File: src/rtl/network_sample_scheduler_pkg.sv
// Shared constants and FSM encoding for the XADC sample scheduler.
// Latency: n/a (package only).
// Backpressure: n/a (package only).
// Contents: DRP address/data widths, VAUX base address, result width, state enum.
package nasb_pkg;

  localparam int DRP_ADDR_W = 7;
  localparam int DRP_DATA_W = 16;
  localparam int RES_W      = 12;

  // VAUX0 sits at this DRP address. Channel k is read from base + k.
  localparam logic [DRP_ADDR_W-1:0] XADC_VAUX_BASE = 7'h10;

  typedef enum logic [2:0] {
    S_IDLE,
    S_SETTLE,
    S_REQ,
    S_WAIT,
    S_DONE
  } state_t;

endpackage

File: src/rtl/network_sample_scheduler_if.sv
// DRP read bus between the scheduler and the XADC.
// Latency: n/a (wires only).
// Backpressure: none; the XADC answers each den pulse with a later drdy pulse.
// master: drives drp_den/drp_daddr, receives drp_drdy/drp_do. slave: the reverse.
interface network_sample_scheduler_if;
  import nasb_pkg::*;

  logic                  drp_den;
  logic [DRP_ADDR_W-1:0] drp_daddr;
  logic                  drp_drdy;
  logic [DRP_DATA_W-1:0] drp_do;

  modport master (
    output drp_den,
    output drp_daddr,
    input  drp_drdy,
    input  drp_do
  );

  modport slave (
    input  drp_den,
    input  drp_daddr,
    output drp_drdy,
    output drp_do
  );

endinterface

File: src/rtl/network_sample_scheduler_drp_read_timer.sv
// Down-counter that bounds how long a DRP read may wait for drdy.
// Latency: expired rises on the TIMEOUT_CYC-th enabled cycle after load.
// Backpressure: none; the counter holds at zero until it is reloaded.
// Ports: clk, rst (sync, active-high), load, en, expired.
module drp_read_timer #(
  parameter int TIMEOUT_CYC = 255
) (
  input  logic clk,
  input  logic rst,
  input  logic load,
  input  logic en,
  output logic expired
);

  localparam int CNT_W = (TIMEOUT_CYC > 1) ? $clog2(TIMEOUT_CYC) : 1;
  // Loading TIMEOUT_CYC-1 makes the first enabled cycle count as cycle 1,
  // so expired is seen on exactly the TIMEOUT_CYC-th enabled cycle.
  localparam logic [CNT_W-1:0] LOAD_VAL = CNT_W'(TIMEOUT_CYC - 1);

  logic [CNT_W-1:0] cnt;

  always_ff @(posedge clk) begin
    if (rst) begin
      cnt <= '0;
    end else if (load) begin
      cnt <= LOAD_VAL;
    end else if (en && (cnt != '0)) begin
      cnt <= cnt - 1'b1;
    end
  end

  assign expired = en && (cnt == '0);

endmodule

File: src/rtl/network_sample_scheduler.sv
// Scans NUM_CH XADC VAUX channels over DRP per frame, publishes results and spike flags.
// Latency: 1 + (settle_cycles+1) + sum(1 + DRP latency) + 1 cycles from start to frame_done.
// Backpressure: start is ignored while busy; a stalled DRP read is cut off after TIMEOUT_CYC cycles.
// Ports: clk/rst, start/continuous/settle_cycles/threshold control, drp bus (master),
//        ch_result/net_out results, busy/frame_done/timeout_err status, clr_err.
module network_sample_scheduler
  import nasb_pkg::*;
#(
  parameter int NUM_CH      = 4,
  parameter int SETTLE_W    = 16,
  parameter int TIMEOUT_CYC = 255
) (
  input  logic                      clk,
  input  logic                      rst,
  input  logic                      start,
  input  logic                      continuous,
  input  logic [SETTLE_W-1:0]       settle_cycles,
  input  logic [RES_W-1:0]          threshold,
  network_sample_scheduler_if.master drp,
  output logic [RES_W*NUM_CH-1:0]   ch_result,
  output logic [NUM_CH-1:0]         net_out,
  output logic                      busy,
  output logic                      frame_done,
  output logic                      timeout_err,
  input  logic                      clr_err
);

  localparam int IDX_W = (NUM_CH > 1) ? $clog2(NUM_CH) : 1;
  localparam logic [IDX_W-1:0] LAST_IDX = IDX_W'(NUM_CH - 1);

  state_t                  state;
  logic [SETTLE_W-1:0]     settle_cnt;
  logic [IDX_W-1:0]        idx;
  logic [IDX_W-1:0]        idx_nxt;
  logic [RES_W*NUM_CH-1:0] staging;
  logic [RES_W*NUM_CH-1:0] staging_nxt;
  logic [NUM_CH-1:0]       net_nxt;
  logic [RES_W-1:0]        slot_val;
  logic                    rd_expired;
  logic                    unused_nibble;

  // The XADC result is left-justified; the low nibble carries no data.
  assign unused_nibble = ^drp.drp_do[3:0];
  assign idx_nxt       = idx + 1'b1;
  // drdy wins over a simultaneous expiry: real data beats the error code.
  assign slot_val      = drp.drp_drdy ? drp.drp_do[15:4] : {RES_W{1'b1}};

  // Staging with the current read merged in, so the final channel can be
  // published on the same edge it is captured.
  always_comb begin
    staging_nxt = staging;
    staging_nxt[idx*RES_W +: RES_W] = slot_val;
  end

  always_comb begin
    net_nxt = '0;
    for (int k = 0; k < NUM_CH; k++) begin
      net_nxt[k] = (staging_nxt[k*RES_W +: RES_W] >= threshold);
    end
  end

  drp_read_timer #(
    .TIMEOUT_CYC(TIMEOUT_CYC)
  ) u_drp_read_timer (
    .clk    (clk),
    .rst    (rst),
    .load   (state == S_REQ),
    .en     (state == S_WAIT),
    .expired(rd_expired)
  );

  always_ff @(posedge clk) begin
    if (rst) begin
      state           <= S_IDLE;
      settle_cnt      <= '0;
      idx             <= '0;
      staging         <= '0;
      ch_result       <= '0;
      net_out         <= '0;
      busy            <= 1'b0;
      frame_done      <= 1'b0;
      timeout_err     <= 1'b0;
      drp.drp_den     <= 1'b0;
      drp.drp_daddr   <= XADC_VAUX_BASE;
    end else begin
      drp.drp_den <= 1'b0;
      frame_done  <= 1'b0;
      // A timeout later in this block overrides the clear on the same cycle.
      if (clr_err) timeout_err <= 1'b0;

      case (state)
        S_IDLE: begin
          if (start) begin
            state      <= S_SETTLE;
            settle_cnt <= settle_cycles;
            idx        <= '0;
            busy       <= 1'b1;
          end
        end
        S_SETTLE: begin
          if (settle_cnt == '0) begin
            state         <= S_REQ;
            drp.drp_den   <= 1'b1;
            drp.drp_daddr <= XADC_VAUX_BASE + 7'(idx);
          end else begin
            settle_cnt <= settle_cnt - 1'b1;
          end
        end
        S_REQ: begin
          state <= S_WAIT;
        end
        S_WAIT: begin
          if (drp.drp_drdy || rd_expired) begin
            staging <= staging_nxt;
            if (!drp.drp_drdy) timeout_err <= 1'b1;
            if (idx == LAST_IDX) begin
              // Outputs are loaded on entry to DONE so they become visible
              // together with the frame_done pulse, never mid-frame.
              state      <= S_DONE;
              ch_result  <= staging_nxt;
              net_out    <= net_nxt;
              frame_done <= 1'b1;
            end else begin
              state         <= S_REQ;
              idx           <= idx_nxt;
              drp.drp_den   <= 1'b1;
              drp.drp_daddr <= XADC_VAUX_BASE + 7'(idx_nxt);
            end
          end
        end
        S_DONE: begin
          if (continuous) begin
            state      <= S_SETTLE;
            settle_cnt <= settle_cycles;
            idx        <= '0;
          end else begin
            state <= S_IDLE;
            busy  <= 1'b0;
          end
        end
        default: begin
          state <= S_IDLE;
          busy  <= 1'b0;
        end
      endcase
    end
  end

endmodule
File: src/flat_wrapper.sv
// flat-port wrapper written by rule: the top's interface ports become plain ports
module network_sample_scheduler_flat import nasb_pkg::*;
#(
  parameter int NUM_CH      = 4,
  parameter int SETTLE_W    = 16,
  parameter int TIMEOUT_CYC = 255
)
  (clk, rst, start, continuous, settle_cycles, threshold, ch_result, net_out, busy, frame_done, timeout_err, clr_err, drp_drp_den, drp_drp_daddr, drp_drp_drdy, drp_drp_do);
  network_sample_scheduler_if drp_i ();
  input  logic clk;
  input  logic rst;
  input  logic start;
  input  logic continuous;
  input  logic [SETTLE_W-1:0] settle_cycles;
  input  logic [RES_W-1:0] threshold;
  output logic [RES_W*NUM_CH-1:0] ch_result;
  output logic [NUM_CH-1:0] net_out;
  output logic busy;
  output logic frame_done;
  output logic timeout_err;
  input  logic clr_err;
  output wire logic [$bits(drp_i.drp_den)-1:0] drp_drp_den;
  output wire logic [$bits(drp_i.drp_daddr)-1:0] drp_drp_daddr;
  input wire logic [$bits(drp_i.drp_drdy)-1:0] drp_drp_drdy;
  input wire logic [$bits(drp_i.drp_do)-1:0] drp_drp_do;
  assign drp_drp_den = drp_i.drp_den;
  assign drp_drp_daddr = drp_i.drp_daddr;
  assign drp_i.drp_drdy = drp_drp_drdy;
  assign drp_i.drp_do = drp_drp_do;
  network_sample_scheduler #(.NUM_CH(NUM_CH), .SETTLE_W(SETTLE_W), .TIMEOUT_CYC(TIMEOUT_CYC)) u_core (.clk(clk), .rst(rst), .start(start), .continuous(continuous), .settle_cycles(settle_cycles), .threshold(threshold), .drp(drp_i), .ch_result(ch_result), .net_out(net_out), .busy(busy), .frame_done(frame_done), .timeout_err(timeout_err), .clr_err(clr_err));
endmodule
File: config.mk
export PLATFORM = sky130hd
export DESIGN_NAME = network_sample_scheduler_flat
export DESIGN_NICKNAME = d
export VERILOG_FILES = /design/src/rtl/network_sample_scheduler_pkg.sv /design/src/rtl/network_sample_scheduler_if.sv /design/src/rtl/network_sample_scheduler_drp_read_timer.sv /design/src/rtl/network_sample_scheduler.sv /design/src/flat_wrapper.sv
export SDC_FILE = /design/constraint.sdc
export NUM_CORES = 1
export LEC_CHECK = 0
export BUFFER_PORTS_ARGS = -buffer_cell sky130_fd_sc_hd__buf_2
export CORE_UTILIZATION = 52
export DETAILED_ROUTE_END_ITERATION = 7
export GPL_TIMING_DRIVEN = 1
export PLACE_DENSITY = 0.78
export REMOVE_ABC_BUFFERS = 1
export SLEW_MARGIN = 0
export SYNTH_ARGS = -nofsm -noshare
export SYNTH_HDL_FRONTEND = slang
export SYNTH_SLANG_ARGS = --single-unit
File: constraint.sdc
create_clock -name clk -period 3.9 [get_ports clk]
set_input_delay 0.585 -clock clk [delete_from_list [all_inputs] [get_ports clk]]
set_output_delay 0.585 -clock clk [all_outputs]
set_load 0.05 [all_outputs]
==> results.py <==
metrics = {
    "cts": {
        "cts_resized": 0,
        "cts.path.max_buffers": 2,
        "cts_tree": "built",
        "cts_root_buffer": "clkbuf_16",
        "cts.sinks": 135,
        "cts_max_level": 4,
        "numCtsBuffers": 17,
        "cts.hold.buffers_added": 0,
        "clock_latency_ps": 430,
        "clkTransAtPathRegs_ps": 60,
        "post-cts-setup-buffer-count": 0,
    },
    "placement": {
        "portBuffers": 103,
        "place_area_um2": 8190,
        "placed_cells": 1187,
        "dp_hpwl_um": 13770,
        "place.gp.congestion": 0.9452,
    },
    "finish": {
        "finalNetCount": 1134,
        "fin_area_um2": 8853,
        "multiInputGateArea_um2": 4362,
        "drive_gt1_share_pct": 16.65,
        "nFillCells": 1227,
        "num_antenna_cells": 0,
        "fin_util_pct": 62.81,
        "regArea_um2": 2703,
        "fin_cells": 1219,
        "final_cell_mix": "166 x nor2_1, 135 x dfxtp_1, 102 x buf_2",
        "layout_commonest_cell": "nor2_1",
        "area_growth_pct": 16.46,
    },
    "timing": {
        "hold_violations": 0,
        "slew_viol_final": 0,
        "fin_crit_sh_pct": 91.99,
        "setup_violations": 0,
        "tightest_slew_ps": 1151,
        "rsz0062_at_grt": "false",
        "max_freq_mhz": 278.7,
        "whs_ps": 442.3,
        "min_period_ps": 3588,
        "skew_ps": 7.435,
        "slew_headroom_pct": 23.07,
        "fin_tns_setup_ps": 0,
    },
    "setup_path": {
        "critical_path_arrival_ps": 3860,
        "path_cells": "inv_1 > ha_1 > inv_1 > o21a_1 > a311oi_1 > a32oi_1 > inv_1 > ha_1 > a21o_1 > a21o_1 > a221oi_1 > a311oi_1",
        "cp_slowest_cell": "a311oi_1",
        "critical-path-max-stage-delay_ps": 630,
        "rr_startpoint": "u_core.idx[1]",
        "start_kind": "flip-flop",
        "critPathKind": "reg -> reg",
        "worst_ep_required_time_ps": 4170,
        "crit_top_cell": "inv_1",
        "path_max_fanout": 8,
        "setup.worst_path.start": "u_core.idx[1]",
        "worst_setup_path_end_kind": "flip-flop",
    },
    "die": {
        "fp.dieH_um": 122.9,
        "coreArea_um2": 14100,
        "fp.dieW_um": 122.9,
        "initial_core_util_pct": 53.93,
        "dieArea_um2": 15110,
        "io_pins": 113,
        "std_cell_rows": 43,
    },
    "routing": {
        "antenna_left": 0,
        "drt_first_iter_violations": 605,
        "drt_pass1_iterations": 5,
        "wl_per_cell_um": 16.54,
        "drt-total-wl_um": 20160,
        "via_per_inst": 5.922,
        "drc": 0,
        "vias": 7219,
    },
    "yosys": {
        "async_reset_ff_share_pct": 0,
        "synth_top_area_share_pct": 35.55,
        "netlist_area_um2": 7602,
        "yosys_warnings": 0,
        "synth_edf_count": 0,
        "yosys-top-cells-area": "dfxtp_1 36%, ha_1 9.5%, nor2_1 8.2%, a211oi_1 6.4%, a21oi_1 3.4%",
        "synth_seq_cells": 135,
        "yosysSeqAreaShare_pct": 35.55,
        "synth_cell_types": 73,
        "yosys.area.top_type": "dfxtp_1",
        "ys.flop_type": "dfxtp_1",
        "postSynthAreaPerCell_um2": 7.986,
        "synthCells": 952,
    },
    "worst_hold_path": {
        "min_from": "settle_cycles[0]",
        "hold_path.class": "in -> reg",
    },
    "grt": {
        "antenna_found_initial": 0,
        "grt_use_total_pct": 27.80,
        "grt_pass1_vias": 6482,
        "overflow": 0,
        "grt_pass1_wl_um": 32490,
        "grt_max_degree": 70,
    },
    "pwr": {
        "p_leak_nw": 3.903,
        "ir_drop_mv": 0.3606,
        "powerDensity_nw_per_um2": 455.5,
    },
    "outcome": {
        "status": "complete, no violations",
    },
    "run": {
        "max-cap-violations": 0,
    },
}
## layer usage
| metal | global-route usage, % | vias to the layer above | part of all wire [%] |
|---|---|---|---|
| met2 | 44.56 | 302 | 46 |
| li1 | - | 3539 | - |
| met3 | 6.181 | 35 | 7.7 |
| met4 | 9.985 | 0 | 2.4 |
| met1 | 36.62 | 3343 | 44 |
| met5 | 0 | - | 0 |
## per-stage QoR
stage	setup WS, ps	total power, mW
after global routing	121.7	4.208
after floorplan	-49.91	2.027
after detailed placement	418.3	2.228
final	312.3	4.033
after CTS	343.5	4.044
after global placement	511.9	2.213
## final timing paths
check	end	slack [ps]	cells past startpoint
max	u_core.net_out[3]	310	12
min	u_core.settle_cnt[0]	440	3
max reg2reg	u_core.net_out[3]	310	12
min reg2reg	u_core.staging[11]	460	2
## sequential cells by signal (all words and copies together) (netlist names), 2 cells and up
register	cells
u_core.state	3
u_core.drp.drp_daddr	2
u_core.ch_result	48
u_core.net_out	4
u_core.staging	48
u_core.u_drp_read_timer.cnt	8
u_core.idx	2
u_core.settle_cnt	16
## power by group
group | switching [mW] | total [mW] | internal, mW | leakage, nW
logic | 0.449 | 0.713 | 0.264 | 2.49
registers | 0.0592 | 1.51 | 1.45 | 1.09
clock network | 0.623 | 1.81 | 1.19 | 0.320
## worst max-delay path: cells and delay by family, from the launching register on
family	cells	cell delay, ps
flip-flops	1	420
adder cells (fa/ha/maj)	2	680
buffers and inverters	3	460
AO/OA/AOI/OAI	7	1900
## synth_stat cells (all sizes together) (4+ instances only)
master / number
dfxtp: 135
a211oi: 65
or4: 6
a31oi: 6
and2: 6
nand3b: 4
mux2i: 11
o21a: 5
a22o: 6
a21oi: 51
inv: 63
clkbuf: 48
nand2: 54
nor2b: 21
nor4: 5
buf: 22
nand2b: 9
nor2: 167
nand4: 4
xnor2: 6
a21o: 12
ha: 58
o22ai: 20
a22oi: 11
nand3: 10
a2111oi: 4
o21ai: 24
o32ai: 4
nor3b: 4
a32oi: 6
or3b: 4
and3: 4
a311oi: 11
nor3: 41
## final cells by class
type / instances / area share, %
clock buffer: 21 / 5.314
clock inverter: 11 / 2.176
inverter: 64 / 2.713
multi-input combinational: 686 / 49.27
sequential: 135 / 30.53
tap: 180 / 2.544
timing repair buffer: 122 / 7.462
## logic make-up after synthesis
kind of cell	Yosys count	synth area share, %
buffers and inverters	134	7.275
and+or+nand+nor	350	21.45
DFF	135	35.55
other	2	0.09879
AOI/OAI and AO/OA	251	23.27
muxes	14	1.893
xor gates and xnor gates	8	0.9217
adders and majority gates	58	9.546
(Power assumes the default switching activity.)
